$ cat config.mk
export PLATFORM = sky130hd
export DESIGN_NAME = gray_step_tracker_flat
export DESIGN_NICKNAME = d
export VERILOG_FILES = /design/src/rtl/gray_step_tracker_if.sv /design/src/rtl/gray_step_tracker.sv /design/src/flat_wrapper.sv
export SDC_FILE = /design/constraint.sdc
export NUM_CORES = 1
export LEC_CHECK = 0
export ABC_AREA = 0
export CORE_MARGIN = 5
export CORE_UTILIZATION = 40
export CTS_CLUSTER_DIAMETER = 100
export DETAILED_ROUTE_END_ITERATION = 6
export GPL_ROUTABILITY_DRIVEN = 0
export PLACE_DENSITY = 0.65
export SLEW_MARGIN = 0
export SYNTH_ARGS = -nofsm -noshare
export SYNTH_HDL_FRONTEND = slang
export SYNTH_SLANG_ARGS = --single-unit
$ cat constraint.sdc
create_clock -name clk -period 9.6 [get_ports clk]
set_clock_uncertainty 0.05 [all_clocks]
set_input_delay 0.96 -clock clk [delete_from_list [all_inputs] [get_ports clk]]
set_output_delay 0.96 -clock clk [all_outputs]
set_load 0.02 [all_outputs]
$ cat src/rtl/gray_step_tracker_if.sv
// Bundles the Gray-code input, clear and all tracker outputs into one port.
// Latency: none; wires only.
// Backpressure: none; the tracker output is a free-running status/pulse stream.
interface gray_step_tracker_if #(
    parameter int POS_W = 8
);
    logic [2:0]       gray_in;
    logic             clear;
    logic [2:0]       bin_out;
    logic             step_valid;
    logic             step_dir;
    logic [POS_W-1:0] pos;
    logic             wrap_up;
    logic             wrap_down;
    logic             err;
    logic             err_sticky;
    logic             busy;

    // Stimulus side: drives the code and clear, observes tracker results.
    modport master (
        output gray_in, clear,
        input  bin_out, step_valid, step_dir, pos, wrap_up, wrap_down,
               err, err_sticky, busy
    );

    // Tracker side.
    modport slave (
        input  gray_in, clear,
        output bin_out, step_valid, step_dir, pos, wrap_up, wrap_down,
               err, err_sticky, busy
    );
endinterface

$ cat src/rtl/gray_step_tracker.sv
// Synchronises a 3-bit Gray counter, decodes it, tracks single steps and position, flags jumps.
// Latency: gray_in stable before edge E0 shows on registered outputs at edge E0+SYNC_STAGES.
// Backpressure: none; every accepted step or error is reported as a one-cycle pulse.
module gray_step_tracker #(
    parameter int SYNC_STAGES = 2,
    parameter int POS_W       = 8
) (
    input  logic              clk,
    input  logic              reset,
    gray_step_tracker_if.slave bus
);

    typedef enum logic [1:0] {INIT, PRIME, TRACK} state_t;

    state_t                       state, state_nxt;
    logic [SYNC_STAGES-1:0][2:0]  sync_q;
    logic [2:0]                   g_s;
    logic [1:0]                   init_cnt, init_cnt_nxt;
    logic [2:0]                   g_prev, g_prev_nxt;
    logic [2:0]                   bin_q, bin_nxt;
    logic [POS_W-1:0]             pos_q, pos_nxt;
    logic                         sticky_q, sticky_nxt;
    logic                         step_q, step_nxt;
    logic                         dir_q, dir_nxt;
    logic                         wup_q, wup_nxt;
    logic                         wdn_q, wdn_nxt;
    logic                         err_q, err_nxt;
    logic                         busy_q;
    logic [2:0]                   d;
    logic [2:0]                   bin_new;
    logic                         one_bit;
    logic                         multi_bit;
    logic                         up;

    function automatic logic [2:0] gray2bin(input logic [2:0] g);
        return {g[2], g[2] ^ g[1], g[2] ^ g[1] ^ g[0]};
    endfunction

    assign g_s = sync_q[SYNC_STAGES-1];

    // Synchroniser chain for the asynchronous Gray input; stage 0 samples gray_in.
    always_ff @(posedge clk or negedge reset) begin
        if (!reset) begin
            sync_q <= '0;
        end else begin
            sync_q <= {sync_q[SYNC_STAGES-2:0], bus.gray_in};
        end
    end

    // Next-state and next-output logic: INIT waits for the chain to fill, PRIME
    // adopts the current code without reporting, TRACK classifies each change.
    always_comb begin
        state_nxt    = state;
        init_cnt_nxt = init_cnt;
        g_prev_nxt   = g_prev;
        bin_nxt      = bin_q;
        pos_nxt      = pos_q;
        sticky_nxt   = sticky_q;
        step_nxt     = 1'b0;
        dir_nxt      = 1'b0;
        wup_nxt      = 1'b0;
        wdn_nxt      = 1'b0;
        err_nxt      = 1'b0;

        d         = g_s ^ g_prev;
        multi_bit = (d & (d - 3'd1)) != 3'd0;
        one_bit   = (d != 3'd0) && !multi_bit;
        bin_new   = gray2bin(g_s);
        // bin_q always holds the decode of g_prev, so it serves as the old position.
        up        = (bin_new == bin_q + 3'd1);

        case (state)
            INIT: begin
                if (init_cnt == 2'(SYNC_STAGES - 1)) begin
                    state_nxt = PRIME;
                end else begin
                    init_cnt_nxt = init_cnt + 2'd1;
                end
            end
            PRIME: begin
                g_prev_nxt = g_s;
                bin_nxt    = bin_new;
                state_nxt  = TRACK;
            end
            TRACK: begin
                if (one_bit) begin
                    step_nxt   = 1'b1;
                    dir_nxt    = up;
                    g_prev_nxt = g_s;
                    bin_nxt    = bin_new;
                    pos_nxt    = up ? pos_q + POS_W'(1) : pos_q - POS_W'(1);
                    wup_nxt    = up && (bin_q == 3'd7);
                    wdn_nxt    = !up && (bin_q == 3'd0);
                end else if (multi_bit) begin
                    // Missed steps or a glitch: resynchronise without moving pos.
                    err_nxt    = 1'b1;
                    sticky_nxt = 1'b1;
                    g_prev_nxt = g_s;
                    bin_nxt    = bin_new;
                end
            end
            default: state_nxt = INIT;
        endcase

        // clear overrides the accumulator and sticky flag only; pulses still fire.
        if (bus.clear) begin
            pos_nxt    = '0;
            sticky_nxt = 1'b0;
        end
    end

    // State, tracking registers and registered outputs.
    always_ff @(posedge clk or negedge reset) begin
        if (!reset) begin
            state    <= INIT;
            init_cnt <= 2'd0;
            g_prev   <= 3'd0;
            bin_q    <= 3'd0;
            pos_q    <= '0;
            sticky_q <= 1'b0;
            step_q   <= 1'b0;
            dir_q    <= 1'b0;
            wup_q    <= 1'b0;
            wdn_q    <= 1'b0;
            err_q    <= 1'b0;
            busy_q   <= 1'b1;
        end else begin
            state    <= state_nxt;
            init_cnt <= init_cnt_nxt;
            g_prev   <= g_prev_nxt;
            bin_q    <= bin_nxt;
            pos_q    <= pos_nxt;
            sticky_q <= sticky_nxt;
            step_q   <= step_nxt;
            dir_q    <= dir_nxt;
            wup_q    <= wup_nxt;
            wdn_q    <= wdn_nxt;
            err_q    <= err_nxt;
            busy_q   <= (state_nxt != TRACK);
        end
    end

    assign bus.bin_out    = bin_q;
    assign bus.step_valid = step_q;
    assign bus.step_dir   = dir_q;
    assign bus.pos        = pos_q;
    assign bus.wrap_up    = wup_q;
    assign bus.wrap_down  = wdn_q;
    assign bus.err        = err_q;
    assign bus.err_sticky = sticky_q;
    assign bus.busy       = busy_q;

endmodule

$ cat src/flat_wrapper.sv
// flat-port wrapper written by rule: the top's interface ports become plain ports
module gray_step_tracker_flat 
#(
    parameter int SYNC_STAGES = 2,
    parameter int POS_W       = 8
)
  (clk, reset, bus_gray_in, bus_clear, bus_bin_out, bus_step_valid, bus_step_dir, bus_pos, bus_wrap_up, bus_wrap_down, bus_err, bus_err_sticky, bus_busy);
  gray_step_tracker_if #(.POS_W(POS_W)) bus_i ();
  input  logic clk;
  input  logic reset;
  input wire logic [$bits(bus_i.gray_in)-1:0] bus_gray_in;
  input wire logic [$bits(bus_i.clear)-1:0] bus_clear;
  output wire logic [$bits(bus_i.bin_out)-1:0] bus_bin_out;
  output wire logic [$bits(bus_i.step_valid)-1:0] bus_step_valid;
  output wire logic [$bits(bus_i.step_dir)-1:0] bus_step_dir;
  output wire logic [$bits(bus_i.pos)-1:0] bus_pos;
  output wire logic [$bits(bus_i.wrap_up)-1:0] bus_wrap_up;
  output wire logic [$bits(bus_i.wrap_down)-1:0] bus_wrap_down;
  output wire logic [$bits(bus_i.err)-1:0] bus_err;
  output wire logic [$bits(bus_i.err_sticky)-1:0] bus_err_sticky;
  output wire logic [$bits(bus_i.busy)-1:0] bus_busy;
  assign bus_i.gray_in = bus_gray_in;
  assign bus_i.clear = bus_clear;
  assign bus_bin_out = bus_i.bin_out;
  assign bus_step_valid = bus_i.step_valid;
  assign bus_step_dir = bus_i.step_dir;
  assign bus_pos = bus_i.pos;
  assign bus_wrap_up = bus_i.wrap_up;
  assign bus_wrap_down = bus_i.wrap_down;
  assign bus_err = bus_i.err;
  assign bus_err_sticky = bus_i.err_sticky;
  assign bus_busy = bus_i.busy;
  gray_step_tracker #(.SYNC_STAGES(SYNC_STAGES), .POS_W(POS_W)) u_core (.clk(clk), .reset(reset), .bus(bus_i));
endmodule
==> results.cfg, run 1 <==
[cts]
postCtsSetupRepairBufs = 0
clockBufferDepth = 2
clk_pin_slew_ns = 0.06
cts_tree = done
cts-root-buf = clkbuf_8
numCtsBuffers = 5
cts_resized = 0
clkSinkCount = 30
cts_max_level = 2
worstSkewPairLatency_ns = 0.28
cts_hold_buf = 0

[timing]
maxSlewViolCount = 0
setup_viol = 0
worst_pin_slew_ns = 0.6815
timing.fmax_ghz = 0.2899
fin_crit_ns = 3.449
fin_crit_sh_pct = 35.93
tns_ns = 0
rsz0062_at_grt = false
max_slew_margin_pct = 54.43
hold_viol_final = 0

[detailed_routing]
wl_met1_mm = 1.197
top_layer_used = met4
dr.pass1.iters = 4
post-route-drc-count = 0
avgViaCountPerCell = 4.963
drt-wirelength-per-cell_um = 12.52
vias = 1087
dr_wl_met2_mm = 1.333
ant_nets = 0
dr_wl_met3_um = 165
drt_iter0_markers = 52
wirelength_mm = 2.741

[setup_path]
critical-path-top-delay-family = compound AO/OA/AOI/OAI gates
slowest_stage = a31oi_2
cpMostUsedCell = ha_1
cp.buffers_inverters = 1
worst-path-stages = 13
arrival_ns = 3.58
critical_path_peak_fanout = 9
cp-start-kind = flop
required_ns = 9.73
cp-end-kind = flop
cpPeakStageDelay_ns = 0.48
crit_chain = ha_1 -> ha_1 -> or3_1 -> a211oi_2 -> a31oi_2 -> inv_1 -> fa_1 -> nor2b_1 -> o21ai_0 -> a21boi_0 -> o21a_1 -> nor3_1 -> o41ai_2
crit_type = reg2reg
reg2reg_depth = 13

[cells_and_area]
stdcell_area_um2 = 1933
drive_gt1_share_pct = 12.28
fillerInstances = 350
stdcell_count = 219
antenna_cells = 0
synthToLayoutAreaGrowth_pct = 22.13
multi_input_area_um2 = 747.0
final_net_count = 190
seqCellArea_um2 = 752.0

[synthesis]
yosys-top-cells-area = dfrtp_1 46%, ha_1 10%, a21oi_1 2.8%, inv_1 2.8%, mux2_2 2.8%
yosys.area.top_type = dfrtp_1
synth_edf_count = 0
synth-seq-area-share_pct = 47.51
synthArstFlopShare_pct = 100.0
post_synth_inst_count = 144
syn-cell-area_um2 = 1583
ys_types = 40
synth.avg_cell_area_um2 = 10.99
ys_ff_latch = 30
synthesis.nets = 164
synthDominantCellAreaShare_pct = 45.85
synthMostInstantiatedCell = dfrtp_1
yosys-top-cells-count = 29 x dfrtp_1, 13 x ha_1, 12 x inv_1, 12 x nor2_1, 9 x a21oi_1
ys.flop_type = dfrtp_1
yosys_warnings = 0

[global_route]
grt_pass1_wl_mm = 5.112
grt_usage_pct = 12.71
grt_max_degree = 31
antenna_found_initial = 0
grt_overflow = 0
first_global_vias = 1132

[power]
clockPowerShare_pct = 21.0
cellLeakagePower_nw = 0.8670
peakVddDrop_mv = 0.1178
sequentialPowerShare_pct = 33.2
switching_power_w = 0.0001769
powerDensity_nw_per_um2 = 251.6
p_comb_share_pct = 45.8
p_int_w = 0.0003094
switching_share_pct = 36.37

[floorplan]
die_w_um = 72.91
dieArea_um2 = 5315
rows = 22
coreArea_um2 = 3744
start_util_pct = 42.28
die_h_um = 72.91
ioPinCount = 24

[status]
outcome = finished, final reports clean

[placement]
placed_area_um2 = 1842
placed_cells = 211
io_buffers = 23
dp_hpwl_mm = 2.092

[run]
drv_cap = 0

[min_path]
hold_path_class = reg2reg
hold_depth = 0
power by group through the flow:
stage | Sequential [W] | Clock (W) | Combinational (W)
after floorplan | 0.000182 | 0 | 0.000143
after global placement | 0.000163 | 0 | 0.000218
after detailed placement | 0.000164 | 0 | 0.000224
after CTS | 0.000162 | 0.000107 | 0.000226
after global routing | 0.000164 | 0.000114 | 0.000253
final | 0.000161 | 0.000102 | 0.000223
state kept, by name (all words and copies together) (netlist names):
name and flops:
u_core.bus.err_sticky 1, u_core.bus.step_valid 1, u_core.g_prev 3, u_core.state 2, u_core.init_cnt 2, u_core.bus.bin_out 2
u_core.bus.wrap_up 1, u_core.bus.wrap_down 1, u_core.bus.busy 1, u_core.sync_q 3, u_core.bus.err 1, u_core.bus.pos 8
u_core.bus.step_dir 1, u_core.g_s 3
final timing paths:
kind | start | endpoint | slack (ns)
max in group asynchronous | reset | u_core.bus.busy | 8.18
hold reg to reg | u_core.sync_q[2] | u_core.g_s[2] | 0.30
min in group asynchronous | reset | u_core.g_s[1] | 1.02
setup reg to reg | u_core.bus.bin_out[0] | u_core.bus.pos[6] | 6.15
hold / removal | u_core.sync_q[2] | u_core.g_s[2] | 0.30
setup / recovery | u_core.bus.bin_out[0] | u_core.bus.pos[6] | 6.15
routing by layer:
layer | global-route usage [%] | vias to the layer above
met1 | 14.43 | 522
met3 | 4.959 | 4
li1 | - | 541
met4 | 6.148 | 0
met2 | 20.84 | 20
met5 | 0 | -
worst reg2reg max path, delay by kind of cell, from the launching register on:
family / cells / cell delay [ns]
adders and majority gates: 3 / 0.95
buffers and inverters: 1 / 0.15
and+or+nand+nor: 3 / 0.36
DFF: 1 / 0.43
AOI/OAI and AO/OA: 6 / 1.40
layout by cell type, fill, tap and decap left out, types with 6 or more instances in the layout:
master           instances
nand2_1                  8
inv_1                   12
nor2_1                  12
o21ai_0                  7
dfrtp_1                 29
clkdlybuf4s50_1         23
clkbuf_8                 6
a21oi_1                  9
ha_1                    13
cell type report:
type	count	share of cell area [%]
sequential	30	38.90
multi-input combinational	97	38.64
timing repair buffer	24	12.30
clock buffer	7	4.466
tap	48	3.107
inverter	12	2.330
clock inverter	1	0.2589
logic make-up (layout without fill, tap and decap cells):
logic type | after synthesis | count (layout) | share of synthesized area [%]
flops | 30 | 30 | 47.51
xor+xnor | 11 | 11 | 7.510
compound gates | 33 | 33 | 14.94
mux | 4 | 4 | 2.846
simple gates | 35 | 35 | 10.36
buf+inv | 17 | 44 | 5.296
fa+ha+maj | 14 | 14 | 11.54
per-stage QoR:
| stage | hold WS, ns | utilization (%) | total power (W) | setup slack [ns] |
|---|---|---|---|---|
| finish | 0.3014 | 51.64 | 0.0004863 | 6.151 |
| global route | 0.3087 | 51.64 | 0.0005320 | 5.815 |
| CTS | 0.3041 | 51.64 | 0.0004951 | 6.112 |
| detailed placement | 0.2897 | 49.20 | 0.0003880 | 6.181 |
| global placement | 0.2843 | 49.20 | 0.0003811 | 6.291 |
| floorplan | 0.2812 | - | 0.0003245 | 6.342 |
No activity file was read; power rests on OpenSTA's default activity.
==> run 2, diff against run 1 <==
- clock period: 9.6 -> 3.5 ns (I/O delays scaled with it)
==> run 2 against run 1 <==
Compared with the run above: clock power grew to 3.4 times the previous value; setup slack worse by 5.9 ns; sequential share of layout area is 1.1 points lower; sequential power grew to 2.8 times the previous value; register-to-register slack worse by 5.9 ns; critical path type unchanged; fmax is 6.6% higher; first-iteration DRC count is 19% higher.
==> results.cfg, run 2 (same netlist as run 1, synthesis figures left out) <==
[timing]
timing.fmax_ghz = 0.3090
tns_ns = 0
fin_crit_sh_pct = 92.47
fin_crit_ns = 3.236
hold_viol_final = 0
rsz0062_at_grt = false
whs_ns = 0.2968
worst_pin_slew_ns = 0.7115
setup_viol = 0
maxSlewViolCount = 0
max_slew_margin_pct = 52.43

[setup_path]
cpPeakStageDelay_ns = 0.43
arrival_ns = 3.37
crit_type = reg2reg
cp-start-kind = flop
required_ns = 3.63
cpMostUsedCell = ha_1
critical_path_peak_fanout = 9
r2r_slack_ns = 0.26
reg2reg_depth = 12
slowest_stage = dfrtp_1
timing.rr.end = u_core.bus.pos[6]
crit-reg2reg-launch = u_core.bus.bin_out[0]
cp-end-kind = flop
crit_chain = ha_1 -> ha_1 -> or3_1 -> a211oi_2 -> a31oi_4 -> ha_4 -> nor2b_1 -> o21ai_1 -> a21boi_1 -> o21a_1 -> nor3_1 -> o41ai_2

[detailed_routing]
drt-wirelength-per-cell_um = 12.85
avgViaCountPerCell = 4.986
vias = 1092
post-route-drc-count = 0
dr.pass1.iters = 4
wirelength_mm = 2.815
drt_iter0_markers = 62
ant_nets = 0

[placement]
placed_cells = 211
dp_hpwl_mm = 2.068
placed_area_um2 = 1842
io_buffers = 23

[cells_and_area]
layout_commonest_cell = dfrtp_1
final_net_count = 190
most-common-layout-cells = 29 x dfrtp_1, 23 x clkdlybuf4s50_1, 12 x inv_1, 12 x nor2_1, 12 x ha_1
antenna_cells = 0
seqCellArea_um2 = 752.0
finish.utilization_pct = 53.11
stdcell_count = 219
multi_input_area_um2 = 779.5
drive_gt1_share_pct = 14.62
fillerInstances = 351
synthToLayoutAreaGrowth_pct = 25.61
largest_reg_flops = 8
stdcell_area_um2 = 1988

[cts]
cts-root-buf = clkbuf_8
cts_tree = done
postCtsSetupRepairBufs = 0
clockBufferDepth = 2
cts_hold_buf = 0
cts_max_level = 2
worstSkewPairLatency_ns = 0.28
clkSinkCount = 30
numCtsBuffers = 5
clk_pin_slew_ns = 0.07

[status]
outcome = finished, final reports clean

[floorplan]
die_h_um = 72.91
start_util_pct = 42.28
coreArea_um2 = 3744
rows = 22
die_w_um = 72.91
ioPinCount = 24
dieArea_um2 = 5315

[min_path]
hold_path_class = reg2reg
hold_end = u_core.g_s[2]
hold_depth = 0
hp-start = u_core.sync_q[2]

[global_route]
grt_overflow = 0
grt_usage_pct = 12.18
antenna_found_initial = 0
first_global_vias = 1135
grt_max_degree = 31
grt_pass1_wl_mm = 4.968

[power]
cellLeakagePower_nw = 0.8776
peakVddDrop_mv = 0.3075
powerDensity_nw_per_um2 = 726.9

[run]
drv_cap = 0
-- run 2: critical path, delay by kind of cell (launching register included) --
| family | cells | cell delay [ns] |
|---|---|---|
| compound gates | 6 | 1.13 |
| simple gates | 3 | 0.64 |
| fa+ha+maj | 3 | 0.88 |
| flops | 1 | 0.43 |
-- run 2: metrics by stage --
step | setup WS, ns | total power (W)
floorplan | 0.2423 | 0.0008900
global placement | 0.1906 | 0.001045
detailed placement | 0.09324 | 0.001064
CTS | 0.01562 | 0.001422
global route | 0.02868 | 0.001567
finish | 0.2636 | 0.001445
-- run 2: power by group --
group / total, W / internal, W / switching [W]
clock: 0.000343 / 0.000211 / 0.000132
combinational: 0.000656 / 0.000317 / 0.000340
sequential: 0.000446 / 0.000399 / 0.0000476
-- run 2: area by class of cell --
cell class	count	share of cell area [%]
clock buffer	5	3.461
sequential	30	37.82
multi-input combinational	97	39.21
tap	48	3.021
timing repair buffer	24	11.96
clock inverter	3	2.266
inverter	12	2.266
-- run 2: worst max-delay path by stage --
| stage | end | cells after the start | from |
|---|---|---|---|
| final | u_core.bus.pos[6] | 12 | u_core.bus.bin_out[0] |
| after global routing | u_core.bus.pos[5] | 12 | u_core.bus.bin_out[0] |
| after CTS | u_core.bus.pos[6] | 13 | u_core.bus.bin_out[0] |
| after detailed placement | u_core.bus.pos[6] | 13 | u_core.bus.bin_out[0] |
| after global placement | u_core.bus.pos[7] | 12 | u_core.bus.bin_out[0] |
| after floorplan | u_core.bus.pos[7] | 12 | u_core.bus.bin_out[0] |
-- run 2: repair_timing --
action	4_1_cts	5_1_grt
endpoints found under the setup margin	0	4
gates resized for setup	0	8
hold endpoints to repair	0	0
-- run 2: per-layer routing --
metal,global-route usage [%],part of all wire [%],up-vias
li1,-,-,541
met1,13.70,46,529
met2,20.64,48,18
met3,4.270,4.6,4
met4,5.533,1.3,0
met5,0,0,-
==> variant 1, RTL diff (settings of run 2) <==
Re-encode `state_t` (3 states) as one-hot, 3 bits wide.
--- a/src/rtl/gray_step_tracker.sv
+++ b/src/rtl/gray_step_tracker.sv
@@ -10,7 +10,7 @@
     gray_step_tracker_if.slave bus
 );
 
-    typedef enum logic [1:0] {INIT, PRIME, TRACK} state_t;
+    typedef enum logic [2:0] {INIT = 3'b001, PRIME = 3'b010, TRACK = 3'b100} state_t;
 
     state_t                       state, state_nxt;
     logic [SYNC_STAGES-1:0][2:0]  sync_q;
Function: no difference found for any inputs over 10 cycles, from zero or initial values and one cycle with reset low; not proved beyond that.
==> variant 1 against run 2 <==
- final area shrank 3.4%
- wire length grew 3.9%
- sequential share of layout area grew 2.7 points
- sequential power grew 1%
- sequential cell count grew 1
- synthesized area shrank 2.1%
- power shrank 10%
- clock power shrank 22%
- highest routed layer unchanged
- setup slack lost 0.077 ns
- maximum frequency shrank 2.3%
==> variant 1: results (changes against run 2) <==
| Metric | Value |
|---|---|
| Ratio of cells with drive above 1 in the final layout | 0.126 (-0.0205) |
| Top cells by area, synth | dfrtp_1 (47%), ha_1 (8.1%), xor2_1 (4.5%), nor2_1 (3.6%), dfstp_2 (3.4%) |
| Root buf cell | clkbuf_8 |
| Post-synth ARST share | 1.00 (unchanged) |
| Commonest cells post-synth | dfrtp_1 (29), nor2_1 (15), ha_1 (10), a21oi_1 (9), inv_1 (9) |
| Via count | 1,097 (+0.46%) |
| Peak supply drop | 315 uV (+2.6%) |
| HPWL after DPL | 2080 microns (+0.39%) |
| Placed Cells incl. Taps | 207 (-1.9%) |
| Reg2reg setup slack | 0.19 ns (-0.08 ns) |
| CP arrival | 3.47 ns (+0.10 ns) |
| First-pass GRT wire length | 5070 microns (+2.1%) |
| Post-Syn Instances | 139 (-3.5%) |
| Port-buffer cells | 23 (unchanged) |
| Pin count of the biggest net entering global routing | 32 (+3.2%) |
| Layout fillers | 351 (unchanged) |
| Initial DRC Count | 73 (+18%) |
| Final net count | 183 (-3.7%) |
| Syn Nets | 156 (-4.9%) |
| CTS max path bufs | 2 (unchanged) |
| Pre-CTS setup slack | 0.159 ns (+0.0655 ns) |
| Worst-Margin Slew | 0.740 ns (+0.0281 ns) |
| Tcrit/Tclk final | 0.947 (+0.0220) |
| Synth cell types | 36 (-10%) |
| Vias per cell | 5.10 (+2.3%) |
| Total global-route track usage | 0.126 (+0.00452) |
| DR WL/cell | 13.6 microns (+5.8%) |
| Status | finished clean |
| R2R Path End | u_core.bus.pos[7] |
| Max reg flops | 8 (unchanged) |
| Sequential area share after synthesis | 0.502 (+0.0269) |
| Pleak | 0.837 nW (-4.6%) |
==> variant 1: changes by cell type after synthesis, sizes merged, moves of 2 or more <==
cell	before	now
nand2b	4	0
nand4b	0	2
nand2	8	6
nor2	12	16
nor4b	0	2
ha	13	10
xor2	6	8
inv	12	9
==> variant 1: timing repair <==
action / CTS / global route
setup endpoints to repair: 0 / 2
resized for setup: 0 / 9
hold buffers: 0 / 0
endpoints found under the hold margin: 0 / 0
==> variant 1: report_power, final <==
| group | total (mW) | internal [mW] | switching, mW |
|---|---|---|---|
| combinational | 0.584 | 0.278 | 0.306 |
| sequential | 0.451 | 0.407 | 0.0434 |
| clock | 0.266 | 0.139 | 0.126 |
==> variant 1: per-layer routing <==
metal	track usage	part of all wire	up-vias
li1	-	-	539
met1	0.144	0.41	529
met2	0.208	0.52	21
met3	0.0457	0.051	8
met4	0.0626	0.025	0
met5	0	0	-
==> variant 1: logic make-up (layout without fill, tap and decap cells) <==
| kind of cell | Yosys count | in the layout | share of synthesized area |
|---|---|---|---|
| compound gates | 28 | 28 | 0.119 |
| xor+xnor | 12 | 12 | 0.0678 |
| fa+ha+maj | 11 | 11 | 0.0936 |
| buf+inv | 13 | 41 | 0.0460 |
| flops | 31 | 31 | 0.502 |
| mux | 5 | 5 | 0.0355 |
| simple gates | 39 | 39 | 0.136 |
==> variant 1: cell type report <==
cell class	count	area, sq um	share of cell area
multi-input cells	95	729	0.380
clock buffers	7	76.3	0.0397
flip-flops and latches	31	778	0.405
clock inverters	1	5.00	0.00261
well taps	48	60.1	0.0313
repair buffers	24	238	0.124
inverters	9	33.8	0.0176
==> variant 1: worst max-delay path, cell delays in order (launching register included) <==
cell	delay, ns
dfrtp_1	0.43
ha_1	0.22
ha_1	0.32
or4bb_1	0.51
a21boi_2	0.19
nor2_4	0.09
ha_1	0.33
a211oi_2	0.24
o21ai_1	0.13
o22ai_1	0.19
xor2_1	0.10
or3_1	0.31
a21oi_1	0.14
==> variant 1: how the worst min path moves through the flow <==
| stage | startpoint | to | depth (start not counted) |
|---|---|---|---|
| floorplan | reset | u_core.bus.bin_out[0] | 0 |
| global placement | u_core.sync_q[2] | u_core.g_s[2] | 0 |
| detailed placement | u_core.sync_q[1] | u_core.g_s[1] | 0 |
| CTS | u_core.sync_q[1] | u_core.g_s[1] | 0 |
| global route | u_core.sync_q[2] | u_core.g_s[2] | 0 |
| finish | u_core.sync_q[1] | u_core.g_s[1] | 0 |
==> variant 1: metrics by stage <==
stage / power (mW) / hold WS (ns) / area [sq um]
final: 1.30 / 0.296 / 1920
after global placement: 0.987 / 0.283 / 1810
after floorplan: 0.841 / 0.00441 / 1550
after CTS: 1.27 / 0.297 / 1890
after global routing: 1.41 / 0.311 / 1920
after detailed placement: 1.00 / 0.288 / 1810
==> variant 2, RTL diff (config.mk and constraints of run 2) <==
Without the edit above. `POS_W` is set to 8 in 3 places; all go to 10.
--- a/src/rtl/gray_step_tracker_if.sv
+++ b/src/rtl/gray_step_tracker_if.sv
@@ -2,7 +2,7 @@
 // Latency: none; wires only.
 // Backpressure: none; the tracker output is a free-running status/pulse stream.
 interface gray_step_tracker_if #(
-    parameter int POS_W = 8
+    parameter int POS_W = 10
 );
     logic [2:0]       gray_in;
     logic             clear;
--- a/src/rtl/gray_step_tracker.sv
+++ b/src/rtl/gray_step_tracker.sv
@@ -3,7 +3,7 @@
 // Backpressure: none; every accepted step or error is reported as a one-cycle pulse.
 module gray_step_tracker #(
     parameter int SYNC_STAGES = 2,
-    parameter int POS_W       = 8
+    parameter int POS_W       = 10
 ) (
     input  logic              clk,
     input  logic              reset,
--- a/src/flat_wrapper.sv
+++ b/src/flat_wrapper.sv
@@ -2,7 +2,7 @@
 module gray_step_tracker_flat 
 #(
     parameter int SYNC_STAGES = 2,
-    parameter int POS_W       = 8
+    parameter int POS_W       = 10
 )
   (clk, reset, bus_gray_in, bus_clear, bus_bin_out, bus_step_valid, bus_step_dir, bus_pos, bus_wrap_up, bus_wrap_down, bus_err, bus_err_sticky, bus_busy);
   gray_step_tracker_if #(.POS_W(POS_W)) bus_i ();
Ports: changed (resized bus_pos); port bits go from 24 to 26. No check against the original RTL was run, so the function may have changed too.
==> variant 2 against run 2 <==
- sequential share of layout area is 1.9 points lower
- wire length grew 20%
- synthesized area up 9.2%
- sequential cell count is 2 higher
- sequential power grew 11%
- power rose by 32%
- global-route usage grew 1.2 points
- setup slack worse by 0.072 ns
- final area rose by 12%
- count of clock-buffer cells in the layout grew 1
- highest routed layer unchanged
==> variant 2: results (changes against run 2) <==
| Metric | Value |
|---|---|
| Status | finished clean |
| Pleak | 0.985 nW (+12%) |
| Clock-cell share | 0.0482 (-0.00909) |
| FF+latch area | 802 sq um (+6.7%) |
| Worst hold slack | 0.300 ns (+0.00336 ns) |
| Reg power frac | 0.259 (-0.050) |
| Pin count of the biggest net entering global routing | 33 (+6.5%) |
| #MultiIn Comb | 116 (+20%) |
| Sequential area share after synthesis | 0.464 (-0.0113) |
| Top cells by area, synth | dfrtp_1 (45%), ha_1 (11%), xnor2_1 (5.1%), mux2i_1 (3.5%), xor2_1 (3.0%) |
| Commonest cells post-synth | dfrtp_1 (31), ha_1 (15), nor2_1 (13), a21oi_1 (10), xnor2_1 (10) |
| Max FO, Critical Path | 7 (-2) |
| Initial DRC Count | 37 (-40%) |
| Worst R2R Path Depth | 13 (+1) |
| Synthesized area per cell | 10.9 sq um (-1.1%) |
| Area of the multi-input gates | 933 sq um (+20%) |
| Via count | 1,239 (+13%) |
| Pre-CTS setup slack | 0.0635 ns (-0.0297 ns) |
| HPWL after DPL | 2470 microns (+19%) |
| Post-synth ARST share | 1.00 (unchanged) |
| Synth cell types | 41 (+2.5%) |
| Comb pwr | 1.07 mW (+63%) |
| Initial antenna violation count | 0 (unchanged) |
| Total wire length | 3380 microns (+20%) |
| Total global-route track usage | 0.134 (+0.0117) |
| Fin cells | 247 (+13%) |
| Final net count | 216 (+14%) |
| Number of non-clock buffers in the layout | 31 (+29%) |
| Reg2reg setup slack | 0.19 ns (-0.07 ns) |
| Worst-skew pair later-pin latency | 0.28 ns (about the same) |
| Clk slew on worst S/H paths | ~0.06 ns |
| Syn Nets | 181 (+10%) |
| Sw Ratio | 0.387 (+0.0284) |
| Worst R2R Start | u_core.bus.bin_out[0] |
| WHS Endpoint | u_core.g_s[2] |
| Clock buffer count | 6 (+1) |
| Inserted Clock Buffers | 5 (unchanged) |
| CTS max path bufs | 2 (unchanged) |
| R2R Path End | u_core.bus.pos[9] |
| Non-clk buf share | 0.132 (+0.0126) |
| Logic inverters | 8 (-4) |
| Ratio of cells with drive above 1 in the final layout | 0.164 (+0.0179) |
| Placed Cells incl. Taps | 239 (+13%) |
| Port-buffer cells | 25 (+8.7%) |
| CP arrival | 3.45 ns (+0.08 ns) |
| Worst-Margin Slew | 0.474 ns (-0.237 ns) |
| # DRC | 0 (unchanged) |
| Layout fillers | 383 (+9.1%) |
| First-pass GRT wire length | 5780 microns (+16%) |
| Post-synthesis register bit count | 32 (+6.7%) |
| Peak supply drop | 458 uV (+49%) |
| Max reg flops | 10 (+2) |
==> variant 2: metal layers <==
metal	vias up	wire length (microns)	global-route usage
met1	591	1530	0.175
met3	6	130	0.0435
li1	622	-	-
met2	20	1680	0.207
met5	-	0	0
met4	0	48	0.0466
==> variant 2: logic make-up after synthesis <==
kind of cell / count (synthesis) / synth area share
compound gates: 33 / 0.119
flops: 32 / 0.464
buf+inv: 11 / 0.0304
fa+ha+maj: 16 / 0.120
mux: 10 / 0.0608
simple gates: 41 / 0.125
xor+xnor: 16 / 0.0810
==> variant 2: worst max-delay path: stages, from the launching register on <==
cell	delay, ns
dfrtp_1	0.39
ha_1	0.25
ha_4	0.24
or4bb_1	0.50
a21boi_2	0.15
nor2_2	0.10
buf_4	0.18
ha_2	0.30
a21oi_1	0.13
o21ai_0	0.11
a221oi_2	0.27
xor2_1	0.10
or3_1	0.32
a21oi_1	0.14
==> variant 2: how the worst max path moves through the flow <==
stage,from,depth (start not counted),slack [ns],end
after floorplan,u_core.bus.bin_out[0],12,0.07,u_core.bus.pos[9]
after CTS,u_core.bus.bin_out[0],12,0.02,u_core.bus.pos[9]
after detailed placement,u_core.bus.bin_out[0],12,0.06,u_core.bus.pos[9]
final,u_core.bus.bin_out[0],13,0.19,u_core.bus.pos[9]
after global routing,u_core.bus.bin_out[0],13,0.01,u_core.bus.pos[9]
after global placement,u_core.bus.bin_out[0],12,0.18,u_core.bus.pos[9]
==> variant 2: stage by stage <==
stage / power (mW) / area (sq um)
after floorplan: 1.20 / 1730
final: 1.90 / 2230
after detailed placement: 1.48 / 2070
after CTS: 1.84 / 2170
after global placement: 1.46 / 2070
after global routing: 2.07 / 2230
==> variant 2: timing repair <==
item | CTS | global route
setup endpoints to repair | 0 | 1
resized for setup | 0 | 10
hold buffers | 0 | 0
